## src/rtl/washer_pkg.sv

```systemverilog
// Shared types and constants for the washer sequencer and its phase timer.
package washer_pkg;

    typedef enum logic [2:0] {
        PH_IDLE  = 3'd0,
        PH_FILL  = 3'd1,
        PH_WASH  = 3'd2,
        PH_RINSE = 3'd3,
        PH_SPIN  = 3'd4,
        PH_DONE  = 3'd5,
        PH_FAULT = 3'd7
    } phase_e;

    localparam int unsigned DEF_DONE_HOLD  = 4;
    localparam logic [31:0] DEF_WDOG_LIMIT = 32'd1_000_000_000;

    // Timer clk_freq selector codes; the timer decodes the same values.
    localparam logic [1:0] CLK_FREQ_1KHZ  = 2'd0;
    localparam logic [1:0] CLK_FREQ_1MHZ  = 2'd1;
    localparam logic [1:0] CLK_FREQ_50MHZ = 2'd2;
    localparam logic [1:0] CLK_FREQ_100MHZ = 2'd3;

    function automatic logic is_active(input phase_e p);
        return (p == PH_FILL) || (p == PH_WASH) || (p == PH_RINSE) || (p == PH_SPIN);
    endfunction

endpackage

```

## src/rtl/washer_wdog.sv

```systemverilog
// Per-phase watchdog: counts enabled cycles and flags the cycle that reaches the limit.
module washer_wdog (
    input  logic        clk,
    input  logic        rst,
    input  logic        clr,
    input  logic        en,
    input  logic [31:0] limit,
    output logic        expired
);

    logic [31:0] r_cnt;

    always_ff @(posedge clk) begin
        if (rst || clr)
            r_cnt <= 32'd0;
        else if (en)
            r_cnt <= r_cnt + 32'd1;
    end

    // Asserted during the enabled cycle that completes the limit-th count.
    assign expired = en && (r_cnt >= (limit - 32'd1));

endmodule

```

## src/rtl/washer_ctrl.sv

```systemverilog
// Washing-machine sequencer: coin start, fill/wash/rinse/spin stepping on timer
// finish, pause gating, completion counting and watchdog fault trap.
module washer_ctrl
    import washer_pkg::*;
#(
    parameter int unsigned DONE_HOLD  = DEF_DONE_HOLD,
    parameter logic [31:0] WDOG_LIMIT = DEF_WDOG_LIMIT,
    parameter int unsigned CNT_W      = 8
) (
    input  logic             clk,
    input  logic             rst,
    input  logic             coin_in,
    input  logic             double_wash,
    input  logic             pause_req,
    input  logic             timer_finish,
    output logic             state_time,
    output logic             timer_pause,
    output logic             double_time,
    output logic [2:0]       phase,
    output logic             valve_on,
    output logic             motor_on,
    output logic             spin_fast,
    output logic             door_lock,
    output logic             wash_done,
    output logic             fault,
    output logic [CNT_W-1:0] wash_count
);

    localparam logic [31:0] HOLD_LAST = 32'(DONE_HOLD - 1);

    phase_e           r_state;
    logic             r_coin_prev;
    logic             r_double;
    logic             r_rinse_pass;
    logic [31:0]      r_hold;
    logic             r_st;
    logic             r_pause;
    logic             r_valve;
    logic             r_motor;
    logic             r_spin;
    logic             r_lock;
    logic             r_done;
    logic             r_fault;
    logic [CNT_W-1:0] r_count;

    phase_e w_next;
    logic   w_coin_edge;
    logic   w_wdog_exp;
    logic   w_wdog_clr;
    logic   w_wdog_en;
    logic   w_paused_next;
    logic   w_start;

    assign w_coin_edge = coin_in && !r_coin_prev;
    assign w_start     = (r_state == PH_IDLE) && (w_next == PH_FILL);
    assign w_wdog_clr  = (w_next != r_state);
    assign w_wdog_en   = is_active(r_state) && !r_pause;

    washer_wdog u_wdog (
        .clk     (clk),
        .rst     (rst),
        .clr     (w_wdog_clr),
        .en      (w_wdog_en),
        .limit   (WDOG_LIMIT),
        .expired (w_wdog_exp)
    );

    always_comb begin
        w_next = r_state;
        case (r_state)
            PH_IDLE:  if (w_coin_edge) w_next = PH_FILL;
            PH_FILL:  if (timer_finish) w_next = PH_WASH;
            PH_WASH:  if (timer_finish) w_next = PH_RINSE;
            PH_RINSE: if (timer_finish) w_next = (r_double && !r_rinse_pass) ? PH_WASH : PH_SPIN;
            PH_SPIN:  if (timer_finish) w_next = PH_DONE;
            PH_DONE:  if (r_hold == HOLD_LAST) w_next = PH_IDLE;
            PH_FAULT: w_next = PH_FAULT;
            default:  w_next = PH_IDLE;
        endcase
        // A finish in the same cycle as expiry wins; the phase change clears the dog.
        if (is_active(r_state) && !timer_finish && w_wdog_exp)
            w_next = PH_FAULT;
    end

    assign w_paused_next = (w_next == PH_FAULT) || (pause_req && is_active(w_next));

    always_ff @(posedge clk) begin
        if (rst) begin
            r_state      <= PH_IDLE;
            r_coin_prev  <= 1'b0;
            r_double     <= 1'b0;
            r_rinse_pass <= 1'b0;
            r_hold       <= 32'd0;
            r_st         <= 1'b0;
            r_pause      <= 1'b0;
            r_valve      <= 1'b0;
            r_motor      <= 1'b0;
            r_spin       <= 1'b0;
            r_lock       <= 1'b0;
            r_done       <= 1'b0;
            r_fault      <= 1'b0;
            r_count      <= '0;
        end else begin
            r_state     <= w_next;
            r_coin_prev <= coin_in;
            if (w_start) begin
                r_double     <= double_wash;
                r_rinse_pass <= 1'b0;
            end else if (r_state == PH_RINSE && w_next == PH_WASH) begin
                r_rinse_pass <= 1'b1;
            end else if (w_next == PH_IDLE) begin
                r_double <= 1'b0;
            end
            r_hold  <= (r_state == PH_DONE) ? r_hold + 32'd1 : 32'd0;
            r_st    <= w_start;
            r_pause <= w_paused_next;
            r_valve <= !w_paused_next && (w_next == PH_FILL);
            r_motor <= !w_paused_next && ((w_next == PH_WASH) || (w_next == PH_RINSE) ||
                                          (w_next == PH_SPIN));
            r_spin  <= !w_paused_next && (w_next == PH_SPIN);
            r_lock  <= (w_next != PH_IDLE);
            r_fault <= (w_next == PH_FAULT);
            r_done  <= (r_state == PH_DONE) && (w_next == PH_IDLE);
            if ((r_state == PH_DONE) && (w_next == PH_IDLE) && (r_count != '1))
                r_count <= r_count + 1'b1;
        end
    end

    assign phase       = r_state;
    assign state_time  = r_st;
    assign timer_pause = r_pause;
    assign double_time = r_double;
    assign valve_on    = r_valve;
    assign motor_on    = r_motor;
    assign spin_fast   = r_spin;
    assign door_lock   = r_lock;
    assign wash_done   = r_done;
    assign fault       = r_fault;
    assign wash_count  = r_count;

endmodule

```

## config.mk

```make
export PLATFORM = sky130hd
export DESIGN_NAME = washer_ctrl
export DESIGN_NICKNAME = d
export VERILOG_FILES = /design/src/rtl/washer_pkg.sv /design/src/rtl/washer_wdog.sv /design/src/rtl/washer_ctrl.sv
export SDC_FILE = /design/constraint.sdc
export NUM_CORES = 1
export LEC_CHECK = 0
export BUFFER_PORTS_ARGS = -buffer_cell sky130_fd_sc_hd__buf_2
export CAP_MARGIN = 20
export CORE_MARGIN = 1
export CORE_UTILIZATION = 30
export CTS_CLUSTER_DIAMETER = 50
export DETAILED_ROUTE_END_ITERATION = 10
export GPL_ROUTABILITY_DRIVEN = 0
export PLACE_DENSITY = 0.49
export SYNTH_ARGS = -nofsm -noshare
export SYNTH_HDL_FRONTEND = slang
export SYNTH_SLANG_ARGS = --single-unit
```

## constraint.sdc

```tcl
create_clock -name clk -period 2.5 [get_ports clk]
set_input_delay 0.375 -clock clk [delete_from_list [all_inputs] [get_ports clk]]
set_output_delay 0.375 -clock clk [all_outputs]
set_load 0.02 [all_outputs]
```

# Yosys cells after proc, flatten, opt, wreduce, memory -nomap -nowiden
# Cells that the tools add are included.
[op_classes] add_sub_neg=3 n_mul=0 div_mod_pow=0 order_cmp=1 eq_ne=15 shifts=0 muxes=12 bitwise=1 n_reduce_logical=36
[ops] operator="$add 32x1->32 const B" count=2
[ops] operator="$eq 32x2->1 const B" count=1
[ops] operator="$ge 32x30->1 const B" count=1
[ops] operator="$mux 3" count=8
[ops] operator="$pmux 3 s7" count=1
[ops] operator="$eq 3x3->1 const B" count=5
[ops] operator="$logic_and 1x1->1" count=14
[ops] operator="$eq 3x2->1 const B" count=4
[ops] operator="$logic_or 1x1->1" count=10
[ops] operator="$add 8x1->8 const B" count=1
[ops] operator="$ne 8x8->1 const B" count=1
[ops] operator="$eq 3x1->1 const B" count=2
[ops] operator="$logic_not 3->1" count=2
[ops] operator="$logic_not 1->1" count=5
[ops] operator="$reduce_or 2->1" count=2
[ops] operator="$mux 1" count=3
[ops] operator="$ne 3x3->1" count=1
[ops] operator="$reduce_bool 3->1" count=1
[ops] operator="$ne 2x2->1 const B" count=1
[ops] operator="$reduce_and 2->1" count=1
[ops] operator="$reduce_bool 2->1" count=1
[ops] operator="$not 1->1" count=1
[totals] register_bits=86 latchBits=0 ram_bits=0 romBits=0 input_bits=6 out_inout_bits=20 wordCells=83 n_memories=0

# Depth between registers and ports, before layout
# Gate-level depths: netlist of the first run.
[depth] ltp_word=16 depth_mapped=8

# Hierarchy
# From an unflattened synthesis of the first run, not the netlist that was laid out.
[hier_totals] hier_cells=620 hier_area_um2=5138.7
[by_module_without_submodules] module="washer_wdog" n_inst=1 cells_per_inst=329 area_per_inst_um2=2656.3
[by_module_without_submodules] module="washer_ctrl" n_inst=1 cells_per_inst=291 area_per_inst_um2=2482.4

# Worst setup path after synthesis of the first run
# Ideal clock, no wire load.
[synth_timing] path_type="flip-flop to flip-flop" from="reg r_state[1], in the netlist phase[1]" to="reg u_wdog.r_cnt[31]" arrival_time_ps=1956 required_time_ps=2384 path_slack_ps=429 stages_incl_launch_ff=9 period_less_slack_ps=2071 path_cell_list="dfxtp_1 > buf_4 > inv_2 > nand4_1 > nor4_4 > nor2_2 > o311ai_4 > buf_6 > nor2_2"
[synth_via] elab_chain_len=10 elab_cells_between_ends=24 cone_classes="eq/ne (7); mux (8); reduce/logical (9)"
[synth_lines] element="start: declaration" line_no="washer_ctrl.sv:31" rtl="phase_e r_state;"
[synth_lines] element="start signal: assignment" line_no="washer_ctrl.sv:104" rtl="r_state <= w_next;"
[synth_lines] element="$eq 3x1->1 or $eq 3x2->1 (tied branches)" line_no="washer_pkg.sv:24, washer_ctrl.sv:70"
[synth_lines] element="$logic_or 1x1->1 (3 in a row)" line_no="washer_pkg.sv:24" rtl="return (p == PH_FILL) || (p == PH_WASH) || (p == PH_RINSE) || (p == PH_SPIN);"
[synth_lines] element="$logic_and 1x1->1" line_no="washer_ctrl.sv:57" rtl="assign w_wdog_en = is_active(r_state) && !r_pause;"
[synth_lines] element="$logic_and 1x1->1" line_no="washer_wdog.sv:21" rtl="assign expired = en && (r_cnt >= (limit - 32'd1));"
[synth_lines] element="$logic_and 1x1->1" line_no="washer_ctrl.sv:81" rtl="if (is_active(r_state) && !timer_finish && w_wdog_exp)"
[synth_lines] element="$mux 3" line_no="washer_ctrl.sv:81"
[synth_lines] element="$ne 3x3->1" line_no="washer_ctrl.sv:56" rtl="assign w_wdog_clr = (w_next != r_state);"
[synth_lines] element="$logic_or 1x1->1" line_no="washer_wdog.sv:14" rtl="if (rst || clr)"
[synth_lines] element="end signal: assignment" line_no="washer_wdog.sv:17" rtl="r_cnt <= r_cnt + 32'd1;"
[synth_lines] element="end: declaration" line_no="washer_wdog.sv:11" rtl="logic [31:0] r_cnt;"
# Several ways; a longest one is shown, not always the timed one.
# A chain may end at the register's enable or synchronous reset.

# Worst setup path in the final report of the first run
[layout_timing] from="reg r_state[0], in the netlist phase[0]" to="reg u_wdog.r_cnt[22]"
# The elaborated chain is that of the path after synthesis.

==> results of run 1 <==
## metal layers
metal / part of all wire / GRT usage / vias up
li1: - / - / 1678
met1: 0.50 / 0.163 / 1488
met4: 0.015 / 0.0465 / 0
met2: 0.46 / 0.202 / 34
met5: 0 / 0 / -
met3: 0.027 / 0.0347 / 9
## cell usage after synthesis (2+ instances only)
cell type	count	area, um2
a211o_1	2	17.5
a211oi_1	3	22.5
a21oi_1	21	105
a22o_1	2	17.5
a31oi_1	3	18.8
and2_1	3	18.8
and3_1	10	62.6
and4_1	4	35.0
buf_2	2	10.0
buf_4	3	22.5
buf_6	4	45.0
clkbuf_1	5	18.8
dfxtp_1	86	1720
ha_1	3	37.5
inv_1	13	48.8
nand2_1	36	135
nand3_1	26	130
nand3b_1	2	15.0
nand4_1	15	93.8
nor2_1	50	188
nor2_2	31	194
nor2b_1	3	18.8
nor3_1	8	40.0
nor3_2	4	40.0
nor4_1	16	100
nor4_2	2	25.0
o21ai_0	10	50.1
o21bai_1	2	15.0
o31ai_1	2	15.0
or3_1	7	43.8
or4_1	2	15.0
xnor2_1	23	201
xor2_1	33	289
## kinds of logic after synthesis
group           after synthesis  share of synthesized area
simple gates                231                      0.314
flops                        86                      0.425
xor+xnor                     56                      0.121
compound gates               54                     0.0920
buf+inv                      28                     0.0367
fa+ha+maj                     3                    0.00926
mux                           1                    0.00247
## layout by cell type (no fill, tap or decap), drive strengths merged, types with 12 or more instances in the layout
cell type and instances:
a21oi 21, buf 39, clkbuf 12, dfxtp 86, inv 14, nand2 37
nand3 26, nand4 16, nor2 81, nor3 12, nor4 19, xnor2 23
xor2 33
## final timing paths
path / from / endpoint / slack [ns] / cells past startpoint
setup / recovery: phase[0]$_SDFF_PP0_ / u_wdog.r_cnt[22]$_SDFFE_PP0N_ / 0.24 / 6
hold / removal: double_wash / double_time$_SDFFE_PP0P_ / 0.25 / 2
setup reg to reg: phase[0]$_SDFF_PP0_ / u_wdog.r_cnt[22]$_SDFFE_PP0N_ / 0.24 / 6
hold reg to reg: r_hold[0]$_SDFF_PP0_ / r_hold[0]$_SDFF_PP0_ / 0.48 / 1
## stage by stage
step                setup WS (ns)  total power (W)  instance area [um2]
floorplan                   0.429          0.00155                 4050
global placement            0.133          0.00160                 4430
finish                      0.239          0.00302                 4760
detailed placement          0.125          0.00160                 4430
CTS                         0.105          0.00307                 4760
global route               0.0358          0.00314                 4760
## sequential cells by signal (all words and copies together) (netlist names), 3 cells and up
| name | cells |
|---|---|
| wash_count | 8 |
| u_wdog.r_cnt | 32 |
| phase | 3 |
| r_hold | 32 |
## power breakdown
| part | leakage, nW | total, W | switching (W) | internal (W) |
|---|---|---|---|---|
| combinational | 0.770 | 0.000169 | 0.000106 | 0.0000632 |
| sequential | 0.694 | 0.00140 | 0.0000183 | 0.00138 |
| clock | 0.155 | 0.00144 | 0.000521 | 0.000924 |
| total | 1.62 | 0.00302 | 0.000644 | 0.00237 |
## what timing repair did
item	CTS	global route
hold buffers	0	0
endpoints found under the hold margin	0	0
setup endpoints to repair	0	4
gates resized for setup	0	1
## area by class of cell
class	count	share of cell area
Multi-Input combinational cell	345	0.459
Sequential cell	86	0.362
Clock buffer	12	0.0539
Timing Repair Buffer	39	0.0536
Tap cell	176	0.0463
Clock inverter	3	0.0142
Inverter	14	0.0110
==> implementation parameters, run 1 <==
Parameter                              Value

STA
  Post-route fraction of the period consumed by the critical path    0.904
  Total negative setup slack    0 ns
  Worst slack on hold paths    0.246 ns
  Max frequency    442 MHz
  Worst clock skew    0.0104 ns
  Normalized max-slew margin    0.603
  Final hold vios    0
  Setup-failing EPs final    0
  Final worst path period need    2.26 ns
  Worst slew pin tran    0.594 ns
  Final Slew Violations    0
  Setup repair after global routing missed its margin    false

Drt
  Final Routed Wirelength    8.24 mm
  Routed via count    3,209
  Post-detailed-route count of antenna-violating nets    0
  DR iter-0 viols    115
  Initial DRT Pass Iterations    4
  DRC viols    0
  Detailed-route wire length per cell    12.2 um
  Vias/cell    4.75

Synth
  Count of different cell masters after synthesis    56
  Yosys Warn Count    0
  Share of async-settable or async-resettable flops after synthesis    0
  Post-synthesis average cell area    8.83 um2
  Synthesized area    4050 um2
  Sequential area share after synthesis    0.425
  Number of flops mapped to enable cells by yosys    0
  Synth Net Count    468
  Top flip-flop cell by instance count after synthesis    dfxtp_1
  Gate count of the mapped netlist    459
  #FFs+latches synth    86

Cells and area
  Number of fill cells in the layout    1,376
  Layout cells sized above 1    0.200
  Utilization after layout    0.361
  Number of nets in the finished design    504
  Inserted Diodes    0
  Post-route insts no fill    675
  FF+latch area    1720 um2
  Area added between synthesis and finish    17.4%
  Multi-input gate area    2180 um2

Worst setup path
  Signal arrival time at the worst endpoint    2.49 ns
  Number of buffer and inverter stages on the critical path    0
  Cell breakdown of the critical path    or3b_1 -> a2111oi_4 -> nand4_2 -> nor2_1 -> xnor2_1 -> nor2_2
  Slowest CP cell    or3b_1
  Crit path capture type    flip-flop
  Largest delay share family, worst path    simple AND/OR/NAND/NOR gates
  Delay contributed by the slowest stage of the critical path    0.50 ns
  Maximum fanout along the worst path    13
  Required time of the critical path    2.73 ns
  Critical path start-end classification    reg2reg
  Launching element type of the critical path    flip-flop

Clock tree
  Skew-Pair Late Insertion Delay    0.34 ns
  Setup Fix Bufs, Post-CTS    0
  H-Tree Level Count    3
  Max clock buf depth    2
  Number of clock sinks seen by CTS    86
  Num CTS Buffers    9
  CTS tree    done
  Clock root buffer    clkbuf_16
  Clock input transition at the sequential cells of the worst setup and hold paths    0.06 ns

Floorplanning
  Floorplan die height    118 um
  Floorplan core area    13,200 um2
  Initial Util    0.307
  Horizontal die dimension    118 um
  Die area    14,000 um2
  Core Rows    42
  I/O pin count    26

GRT
  Total global routing overflow    0
  Pin count of the biggest net entering global routing    34
  Number of global-route vias before repair    3,066
  Total global-route track usage    0.127
  Wire length of the first global-routing pass    14.3 mm
  Number of antenna violations at the first check in global routing    0

Job
  Number of maximum-capacitance violations    0

Status
  Outcome    finished, final reports clean

Power and ir drop
  Largest voltage drop on the vdd net    0.000514 V
  Reported leakage power    1.62 nW
  Pwr Density    634 nW/um2

Placement
  Placed Instances    660
  Post-DP HPWL    5.93 mm
  Count of port buffers added during placement    25

Hold path
  Hold Path Class    in2reg
(Power assumes the default switching activity.)
==> inputs of run 2 (changes only) <==
Settings changed: SETUP_SLACK_MARGIN set to 0.3.
==> implementation parameters, run 2 (synthesized netlist as in run 1, its figures left out) <==
Parameter                              Value

Status
  Outcome    finished, final reports clean

Power and ir drop
  Pwr Density    621 nW/um2 (-2.0%)
  Reported leakage power    1.67 nW (+3.4%)
  Largest voltage drop on the vdd net    0.000514 V (about the same)

GRT
  Pin count of the biggest net entering global routing    34 (unchanged)
  Number of antenna violations at the first check in global routing    0 (unchanged)
  Total global routing overflow    0 (unchanged)
  Wire length of the first global-routing pass    14.4 mm (+0.48%)
  Total global-route track usage    0.127 (+0.000414)
  Number of global-route vias before repair    3,086 (+0.65%)

Cells and area
  Leading cell type in the layout, fill and taps excluded    dfxtp_1
  Number of nets in the finished design    510 (+1.2%)
  Leading cell types in the layout, fill and taps excluded    dfxtp_1 (81), nor2_1 (50), nand2_1 (36)
  Area added between synthesis and finish    20.5%
  Inserted Diodes    0 (unchanged)
  Multi-input gate area    2250 um2 (+3.3%)
  Layout cells sized above 1    0.234 (+0.0333)
  Number of fill cells in the layout    1,365 (-0.80%)
  Post-route insts no fill    681 (+0.89%)
  FF+latch area    1730 um2 (+0.29%)

Worst setup path
  Maximum fanout along the worst path    15 (+2)
  Cell breakdown of the critical path    or3b_1 -> a21o_2 -> a211o_1 -> o311ai_4 -> buf_6 -> buf_12 -> a21oi_1
  Launching element type of the critical path    flip-flop
  Worst reg2reg setup slack    0.38 ns (+0.14 ns)
  Required time of the critical path    2.72 ns (about the same)
  Number of buffer and inverter stages on the critical path    2 (+2)
  Worst-case reg-to-reg path depth    7 (+1)
  Crit path capture type    flip-flop
  Critical path start-end classification    reg2reg
  Total stage count of the critical path    7 (+1)
  Signal arrival time at the worst endpoint    2.34 ns (-0.15 ns)
  Largest delay share family, worst path    compound AO/OA/AOI/OAI gates
  Delay contributed by the slowest stage of the critical path    0.50 ns (about the same)
  Slowest CP cell    or3b_1

Floorplanning
  Core Rows    42 (unchanged)
  I/O pin count    26 (unchanged)
  Die area    14,000 um2 (unchanged)
  Floorplan die height    118 um (unchanged)
  Floorplan core area    13,200 um2 (unchanged)
  Initial Util    0.307 (unchanged)
  Horizontal die dimension    118 um (unchanged)

STA
  Post-route fraction of the period consumed by the critical path    0.849 (-0.0558)
  Final setup margin    0.379 ns (+0.140 ns)
  Worst clock skew    0.0145 ns (+0.00413 ns)
  Setup-failing EPs final    0 (unchanged)
  Final worst path period need    2.12 ns (-0.140 ns)
  Final Slew Violations    0 (unchanged)
  Worst slack on hold paths    0.243 ns (-0.00300 ns)
  Total negative setup slack    0 ns (unchanged)
  Final hold vios    0 (unchanged)
  Setup repair after global routing missed its margin    true
  Normalized max-slew margin    0.671 (+0.0677)
  Worst slew pin tran    0.494 ns (-0.100 ns)
  Max frequency    471 MHz (+6.6%)

Drt
  Final Routed Wirelength    8.39 mm (+1.9%)
  Vias/cell    4.78 (+0.63%)
  DR iter-0 viols    134 (+17%)
  Post-detailed-route count of antenna-violating nets    0 (unchanged)
  Detailed-route wire length per cell    12.3 um (+1.0%)
  Initial DRT Pass Iterations    4 (unchanged)
  Routed via count    3,258 (+1.5%)
  DRC viols    0 (unchanged)

Hold path
  Hold Path Class    in2reg
  Instance count along the most critical hold path    2 (unchanged)

Clock tree
  Clock input transition at the sequential cells of the worst setup and hold paths    0.06 ns (about the same)
  CTS tree    done
  Clock root buffer    clkbuf_16
  H-Tree Level Count    3 (unchanged)
  Max clock buf depth    2 (unchanged)
  Count of hold-fix buffers inserted at cts    0 (unchanged)
  Skew-Pair Late Insertion Delay    0.34 ns (about the same)
  Number of clock sinks seen by CTS    86 (unchanged)
  Num CTS Buffers    9 (unchanged)

Placement
  Placed Instances    660 (unchanged)
  Count of port buffers added during placement    25 (unchanged)
  Worst setup slack before clock tree synthesis    0.125 ns (unchanged)
  Post-DP HPWL    5.93 mm (unchanged)

Job
  Number of maximum-capacitance violations    0 (unchanged)
[run 2: timing repair]
action / 4_1_cts / 5_1_grt
buffers inserted: 4 / 2
pin swaps: 2 / 8
endpoints found under the setup margin: 29 / 39
resized for setup: 1 / 16
[run 2: final timing paths]
| path | from | end |
|---|---|---|
| worst max-delay path | phase[1]$_SDFF_PP0_ | u_wdog.r_cnt[21]$_SDFFE_PP0N_ |
| worst min-delay path | double_wash | double_time$_SDFFE_PP0P_ |
| worst max register to register | phase[1]$_SDFF_PP0_ | u_wdog.r_cnt[21]$_SDFFE_PP0N_ |
| worst min register to register | r_hold[0]$_SDFF_PP0_ | r_hold[0]$_SDFF_PP0_ |
[run 2: metal layers]
metal / share of wire / global-route usage
met3: 0.027 / 0.0347
met5: 0 / 0
met2: 0.46 / 0.200
met1: 0.50 / 0.166
met4: 0.011 / 0.0489
[run 2: through the flow]
| stage | area, um2 | power (W) | utilization |
|---|---|---|---|
| detailed placement | 4430 | 0.00160 | 0.336 |
| CTS | 4790 | 0.00308 | 0.363 |
| global route | 4880 | 0.00315 | 0.370 |
| finish | 4880 | 0.00303 | 0.370 |
| floorplan | 4050 | 0.00155 | - |
| global placement | 4430 | 0.00160 | 0.336 |
[run 2: final cells by class]
type / count / share of cell area
sequential: 86 / 0.354
clock buffer: 12 / 0.0525
clock inverter: 3 / 0.0138
inverter: 14 / 0.0108
tap: 176 / 0.0451
timing repair buffer: 45 / 0.0623
multi-input combinational: 345 / 0.462
[run 2: where the power goes]
part	internal, W	switching [W]	leakage [nW]	total [W]
clock network	0.000924	0.000524	0.155	0.00145
logic	0.0000726	0.000108	0.823	0.000181
registers	0.00138	0.0000188	0.696	0.00140
total	0.00238	0.000652	1.67	0.00303
